==> src/rtl/lnrv_icb_splt.sv <==
// lnrv_icb_splt -- ICB 1-to-N splitter.
//
// Routes each command from one upstream ICB master to one of P_ICB_COUNT
// downstream slaves by base/mask address decode. Responses return to the
// master in command order. Order is kept by allowing outstanding commands
// to only one target at a time. A new target must wait until every
// response from the previous target has been returned.
//
// Optional feature macro: LNRV_ICB_SPLT_ERR_SLV_EN
//   defined     : unmapped addresses go to an internal single-entry error
//                 slave that answers err=1, rdata=0 one cycle later.
//   not defined : unmapped addresses route to slave 0.
//
// Ports
//   clk, reset                : clock, asynchronous active-high reset
//   m_icb_cmd_*               : upstream command (vld/rdy/write/addr/wdata/wstrb/size)
//   m_icb_rsp_*               : upstream response (vld/rdy/err/rdata)
//   sn_icb_cmd_*              : per-slave commands, payload packed slot i at [i*W +: W]
//   sn_icb_rsp_*              : per-slave responses, rdata packed the same way
module lnrv_icb_splt #(
  parameter int P_ADDR_WIDTH = 32,
  parameter int P_DATA_WIDTH = 32,
  parameter int P_ICB_COUNT  = 4,
  parameter int P_OTS_COUNT  = 2,
  parameter logic [P_ICB_COUNT*P_ADDR_WIDTH-1:0] P_SLV_BASE =
    {32'h3000_0000, 32'h2000_0000, 32'h1000_0000, 32'h0000_0000},
  parameter logic [P_ICB_COUNT*P_ADDR_WIDTH-1:0] P_SLV_MASK = {4{32'hF000_0000}}
) (
  input  logic                                    clk,
  input  logic                                    reset,
  input  logic                                    m_icb_cmd_vld,
  output logic                                    m_icb_cmd_rdy,
  input  logic                                    m_icb_cmd_write,
  input  logic [P_ADDR_WIDTH-1:0]                 m_icb_cmd_addr,
  input  logic [P_DATA_WIDTH-1:0]                 m_icb_cmd_wdata,
  input  logic [P_DATA_WIDTH/8-1:0]               m_icb_cmd_wstrb,
  input  logic [2:0]                              m_icb_cmd_size,
  output logic                                    m_icb_rsp_vld,
  input  logic                                    m_icb_rsp_rdy,
  output logic                                    m_icb_rsp_err,
  output logic [P_DATA_WIDTH-1:0]                 m_icb_rsp_rdata,
  output logic [P_ICB_COUNT-1:0]                  sn_icb_cmd_vld,
  input  logic [P_ICB_COUNT-1:0]                  sn_icb_cmd_rdy,
  output logic [P_ICB_COUNT-1:0]                  sn_icb_cmd_write,
  output logic [P_ICB_COUNT*P_ADDR_WIDTH-1:0]     sn_icb_cmd_addr,
  output logic [P_ICB_COUNT*P_DATA_WIDTH-1:0]     sn_icb_cmd_wdata,
  output logic [P_ICB_COUNT*(P_DATA_WIDTH/8)-1:0] sn_icb_cmd_wstrb,
  output logic [P_ICB_COUNT*3-1:0]                sn_icb_cmd_size,
  input  logic [P_ICB_COUNT-1:0]                  sn_icb_rsp_vld,
  output logic [P_ICB_COUNT-1:0]                  sn_icb_rsp_rdy,
  input  logic [P_ICB_COUNT-1:0]                  sn_icb_rsp_err,
  input  logic [P_ICB_COUNT*P_DATA_WIDTH-1:0]     sn_icb_rsp_rdata
);

  localparam int ID_W  = $clog2(P_ICB_COUNT + 1);
  localparam int CNT_W = $clog2(P_OTS_COUNT + 1);
  localparam logic [CNT_W-1:0] CNT_ZERO = {CNT_W{1'b0}};
  localparam logic [CNT_W-1:0] CNT_ONE  = CNT_W'(1'b1);
  localparam logic [CNT_W-1:0] OTS_MAX  = CNT_W'(P_OTS_COUNT);
`ifdef LNRV_ICB_SPLT_ERR_SLV_EN
  localparam logic [ID_W-1:0]  ERR_ID   = ID_W'(P_ICB_COUNT);
  localparam logic [ID_W-1:0]  MISS_ID  = ERR_ID;
`else
  localparam logic [ID_W-1:0]  MISS_ID  = {ID_W{1'b0}};
`endif

  logic [CNT_W-1:0]       ots_cnt_r;
  logic [ID_W-1:0]        tgt_id_r;
  logic [ID_W-1:0]        dec_id_s;
  logic                   ots_zero_s;
  logic                   allow_s;
  logic                   tgt_cmd_rdy_s;
  logic                   cmd_hsk_s;
  logic                   rsp_hsk_s;
  logic [P_ICB_COUNT-1:0] rsp_sel_s;
`ifdef LNRV_ICB_SPLT_ERR_SLV_EN
  logic                   err_vld_r;
  logic                   err_sel_s;
  logic                   err_rsp_rdy_s;
  logic                   err_cmd_rdy_s;
  logic                   err_cmd_hsk_s;
`endif

  // Address decode; scanning from the top slot down lets the lowest match win.
  always_comb begin
    dec_id_s = MISS_ID;
    for (int i = P_ICB_COUNT - 1; i >= 0; i--) begin
      if ((m_icb_cmd_addr & P_SLV_MASK[i*P_ADDR_WIDTH +: P_ADDR_WIDTH]) ==
          (P_SLV_BASE[i*P_ADDR_WIDTH +: P_ADDR_WIDTH] & P_SLV_MASK[i*P_ADDR_WIDTH +: P_ADDR_WIDTH])) begin
        dec_id_s = ID_W'(i);
      end else begin
        dec_id_s = dec_id_s;
      end
    end
  end

  assign ots_zero_s = (ots_cnt_r == CNT_ZERO);
  // Credits only come back at the clock edge, so a same-cycle response
  // handshake never lets an extra command through.
  assign allow_s    = ots_zero_s || ((tgt_id_r == dec_id_s) && (ots_cnt_r < OTS_MAX));

`ifdef LNRV_ICB_SPLT_ERR_SLV_EN
  assign err_sel_s     = !ots_zero_s && (tgt_id_r == ERR_ID);
  // With no window open any leftover error response is simply dropped.
  assign err_rsp_rdy_s = ots_zero_s | (err_sel_s & m_icb_rsp_rdy);
  assign err_cmd_rdy_s = ~err_vld_r | err_rsp_rdy_s;
  assign err_cmd_hsk_s = cmd_hsk_s & (dec_id_s == ERR_ID);
`endif

  // Ready of the decoded target, built as an AND-OR select.
  always_comb begin
    tgt_cmd_rdy_s = 1'b0;
    for (int i = 0; i < P_ICB_COUNT; i++) begin
      tgt_cmd_rdy_s = tgt_cmd_rdy_s | ((dec_id_s == ID_W'(i)) & sn_icb_cmd_rdy[i]);
    end
`ifdef LNRV_ICB_SPLT_ERR_SLV_EN
    tgt_cmd_rdy_s = tgt_cmd_rdy_s | ((dec_id_s == ERR_ID) & err_cmd_rdy_s);
`endif
  end

  assign m_icb_cmd_rdy = allow_s & tgt_cmd_rdy_s;
  assign cmd_hsk_s     = m_icb_cmd_vld & m_icb_cmd_rdy;

  // Command valid goes only to the decoded slave, and only while allowed.
  always_comb begin
    sn_icb_cmd_vld = {P_ICB_COUNT{1'b0}};
    for (int i = 0; i < P_ICB_COUNT; i++) begin
      sn_icb_cmd_vld[i] = m_icb_cmd_vld & allow_s & (dec_id_s == ID_W'(i));
    end
  end

  // Payload is broadcast; only the valid bit selects the slave.
  assign sn_icb_cmd_write = {P_ICB_COUNT{m_icb_cmd_write}};
  assign sn_icb_cmd_addr  = {P_ICB_COUNT{m_icb_cmd_addr}};
  assign sn_icb_cmd_wdata = {P_ICB_COUNT{m_icb_cmd_wdata}};
  assign sn_icb_cmd_wstrb = {P_ICB_COUNT{m_icb_cmd_wstrb}};
  assign sn_icb_cmd_size  = {P_ICB_COUNT{m_icb_cmd_size}};

  // Which slave port owns the response path (none when no window is open).
  always_comb begin
    rsp_sel_s = {P_ICB_COUNT{1'b0}};
    for (int i = 0; i < P_ICB_COUNT; i++) begin
      rsp_sel_s[i] = !ots_zero_s && (tgt_id_r == ID_W'(i));
    end
  end

  // Response mux; an idle splitter holds every rsp_rdy high to drain stale responses.
  always_comb begin
    m_icb_rsp_vld   = 1'b0;
    m_icb_rsp_err   = 1'b0;
    m_icb_rsp_rdata = {P_DATA_WIDTH{1'b0}};
    sn_icb_rsp_rdy  = {P_ICB_COUNT{1'b0}};
    for (int i = 0; i < P_ICB_COUNT; i++) begin
      m_icb_rsp_vld     = m_icb_rsp_vld | (rsp_sel_s[i] & sn_icb_rsp_vld[i]);
      m_icb_rsp_err     = m_icb_rsp_err | (rsp_sel_s[i] & sn_icb_rsp_err[i]);
      m_icb_rsp_rdata   = m_icb_rsp_rdata |
                          ({P_DATA_WIDTH{rsp_sel_s[i]}} & sn_icb_rsp_rdata[i*P_DATA_WIDTH +: P_DATA_WIDTH]);
      sn_icb_rsp_rdy[i] = ots_zero_s | (rsp_sel_s[i] & m_icb_rsp_rdy);
    end
`ifdef LNRV_ICB_SPLT_ERR_SLV_EN
    m_icb_rsp_vld = m_icb_rsp_vld | (err_sel_s & err_vld_r);
    m_icb_rsp_err = m_icb_rsp_err | (err_sel_s & err_vld_r);
`endif
  end

  assign rsp_hsk_s = m_icb_rsp_vld & m_icb_rsp_rdy;

  // Outstanding counter and window target.
  always_ff @(posedge clk or posedge reset) begin
    if (reset) begin
      ots_cnt_r <= CNT_ZERO;
      tgt_id_r  <= {ID_W{1'b0}};
    end else begin
      case ({cmd_hsk_s, rsp_hsk_s})
        2'b10:   ots_cnt_r <= ots_cnt_r + CNT_ONE;
        2'b01:   ots_cnt_r <= ots_cnt_r - CNT_ONE;
        default: ots_cnt_r <= ots_cnt_r;
      endcase
      if (cmd_hsk_s) begin
        tgt_id_r <= dec_id_s;
      end else begin
        tgt_id_r <= tgt_id_r;
      end
    end
  end

`ifdef LNRV_ICB_SPLT_ERR_SLV_EN
  // Single-entry error slave: respond the cycle after accepting, hold until taken.
  always_ff @(posedge clk or posedge reset) begin
    if (reset) begin
      err_vld_r <= 1'b0;
    end else if (err_cmd_hsk_s) begin
      err_vld_r <= 1'b1;
    end else if (err_vld_r && err_rsp_rdy_s) begin
      err_vld_r <= 1'b0;
    end else begin
      err_vld_r <= err_vld_r;
    end
  end
`endif

endmodule

==> config.mk <==
export PLATFORM = sky130hd
export DESIGN_NAME = lnrv_icb_splt
export DESIGN_NICKNAME = d
export VERILOG_FILES = /design/src/rtl/lnrv_icb_splt.sv
export SDC_FILE = /design/constraint.sdc
export NUM_CORES = 1
export LEC_CHECK = 0
export CORE_AREA = 2 2 214 216
export CTS_CLUSTER_DIAMETER = 200
export CTS_CLUSTER_SIZE = 8
export DETAILED_ROUTE_END_ITERATION = 6
export DIE_AREA = 0 0 216 218
export GPL_TIMING_DRIVEN = 0
export SYNTH_ARGS = -nofsm -noshare
export SYNTH_HDL_FRONTEND = slang
export SYNTH_SLANG_ARGS = --single-unit
==> constraint.sdc <==
create_clock -name clk -period 2.5 [get_ports clk]
set_input_delay 0.375 -clock clk [delete_from_list [all_inputs] [get_ports clk]]
set_output_delay 0.375 -clock clk [all_outputs]
set_load 0.05 [all_outputs]
==> results.ini <==
[worst_setup_path]
cp_max_fo = 9
startpoint_type = register
arrival_ns = 2.05
slowest_stage = or3b_4
max_stage_delay_ns = 0.41
endpoint_kind = output port
r2r_slack_ns = 0.39
path_cells = buf_4, and4bb_1, a21boi_0, o311a_1, or3b_4, nor3b_2, buf_6
path_class = register to output port
reg2reg_depth = 8
r2r-start = tgt_id_r[0]
worstSetupStartpoint = tgt_id_r[0]
cp_data_required_time_ns = 2.12

[synthesis]
syn-num-nets = 671
yosys.area.top_type = buf_4
syn_inst = 454
synth_area_sq_um = 3320
ys_seq_elements = 4
synth_area_leaders = buf_4 (65%), a22oi_1 (15%), nand2_1 (4.0%)
synth_cell_types = 35
synth_warnings = 0
synth-seq-area-share_pct = 3.01
syn_avg_cell_area_sq_um = 7.31
netlist.area_leader.share_pct = 65.1

[power_and_ir_drop]
clock_power_share_pct = 4.2
p_switching_uw = 3790
p_int_uw = 2210
total_power_uw = 5990
ir_drop_uv = 409
power_density_nw_per_um2 = 665
power_frac_comb_pct = 93.4
power.leakage_uw = 0.00396
p_seq_share_pct = 2.4
swShare_pct = 63.2

[drt]
drtAntennaViolNets = 0
vias = 4564
dr.pass1.iters = 4
wl_per_cell_microns = 12.1
drt_wl_total_microns = 18700
drc = 0
drt_iter0_markers = 182
via_per_inst = 2.95

[timing]
layout_setup_ws_ns = 0.0778
finalHoldViolCount = 0
finalCriticalPeriod_ns = 2.42
setup_viol = 0
timing.fmax_mhz = 413
finalMaxSlewViolations = 0
skew_ns = 0.00398
worst-slew-pin-transition_ns = 0.524
max_slew_margin_pct = 64.9
min_period_over_period_pct = 96.9

[finish]
fin_util_pct = 20.1
nets = 1166
syn_to_final_growth_pct = 171
design_area_sq_um = 9010
drive_gt1_share_pct = 40.4
diodes = 0

[cts]
cts-root-buf = clkbuf_16
h-tree-depth = 1
cts_buffers = 3
insertion_delay_ns = 0.23
cts_buffer_depth = 2
cts-hold-fix-buffers = 0
clk_pin_slew_ns = 0.03
clock_sinks = 4
cts_tree = built

[die]
chipHeight_microns = 218
rows = 78
initial_core_util_pct = 7.40
coreArea_sq_um = 44900
die_w_microns = 216
ios = 547
dieArea_sq_um = 47100

[global_route]
gr-total-overflow = 0
grt_pass1_vias = 4372
grt_pass1_wl_microns = 25400
use_met1_pct = 8.35
grt_max_degree = 11
busiest_layer = met2
antenna_found_initial = 0
grt_usage_pct = 6.91
grt_util_met3_pct = 1.77
use_met2_pct = 12.5

[placement]
dp_hpwl_microns = 16800
gp_congestion = 0.888
port_buffers = 476
post-place-ws_ns = -1.06
placed_area_sq_um = 8850

[flow_run]
drv_cap = 0

[worst_hold_path]
hp-class = input port to async pin

[status]
status = complete, no violations

-- path summary, 6_finish.rpt --
| path | to |
|---|---|
| setup / recovery | sn_icb_cmd_vld[1] |
| min in group clk | tgt_id_r[1] |
| hold / removal | tgt_id_r[0] |
| hold reg to reg | ots_cnt_r[0] |
| max in group asynchronous | ots_cnt_r[1] |
| setup reg to reg | ots_cnt_r[1] |
-- Yosys cell counts, drive strengths merged --
master  number
and4bb       1
or3b         1
nor2b        1
mux4         1
o211a        1
nor3b        3
nand3        3
nor2         5
xor2         1
o21a         1
or3          2
o21bai       1
xnor2        3
a22oi       66
mux2         1
nand2       35
buf        294
nor3         5
inv          2
nand4        1
a21boi       1
clkbuf      10
a21o         4
and2         2
mux2i        2
ha           1
dfrtp        4
o311a        1
or4b         1
-- critical path, delay by kind of cell (launching register included) --
kind | cells | cell delay (ns)
AND/OR/NAND/NOR | 3 | 0.87
AO/OA/AOI/OAI | 2 | 0.22
buffers and inverters | 2 | 0.37
flip-flops | 1 | 0.34
-- kinds of logic after synthesis --
group	after synthesis	share of synthesized area [%]
AO/OA/AOI/OAI	75	17.1
AND/OR/NAND/NOR	60	9.16
flip-flops	4	3.01
multiplexers	4	1.73
adder cells (fa/ha/maj)	1	0.377
buffers and inverters	306	67.6
XOR/XNOR	4	1.06
-- power by group through the flow --
stage               logic [uW]  clock network, uW  registers (uW)
finish                    5600                250             143
floorplan                 3720                  0             122
global route              5840                258             148
CTS                       5580                255             139
global placement          5630                  0             131
detailed placement        5660                  0             133
-- area by class of cell --
class	count	area [sq um]
Buffer	302	2260
Multi-Input combinational cell	144	1050
Sequential cell	4	103
Timing Repair Buffer	492	4760
Inverter	2	11.3
Clock buffer	3	75.1
Tap cell	600	751
Fill cell	4995	35900
-- routing by layer --
layer | up-vias | wire length (microns)
met1 | 2087 | 7400
met4 | 0 | 191
li1 | 2219 | -
met3 | 16 | 1360
met2 | 242 | 9780
met5 | - | 0
-- per-stage QoR --
step                 TNS, ns  hold slack [ns]  std cells
floorplan           -0.00185            0.141        454
global placement      -33.93            0.571       1530
detailed placement    -35.29            0.581       1530
CTS                        0            0.454       1548
global route        -0.00401            0.499       1547
finish                     0            0.452       1547
-- registers in the layout, summed over array words and instances, names as in the netlist --
register,cells
ots_cnt_r,2
tgt_id_r,2
-- placed cells by master, fill, tap and decap left out, drive strengths merged, types with 2 or more instances in the layout --
| cell type | n |
|---|---|
| and2 | 2 |
| nand3 | 3 |
| dlygate4sd2 | 2 |
| xnor2 | 3 |
| nand2 | 35 |
| nor3b | 3 |
| mux2i | 2 |
| or3 | 2 |
| nor2 | 5 |
| nor3 | 5 |
| a22oi | 66 |
| clkbuf | 17 |
| clkdlybuf4s15 | 8 |
| a21o | 4 |
| buf | 339 |
| dfrtp | 4 |
| clkdlybuf4s50 | 431 |
-- repair_timing --
item	CTS	global route
setup endpoints to repair	44	39
setup buffers	15	1
pin swaps	4	1
resized for setup	236	16
(Power assumes the default switching activity.)
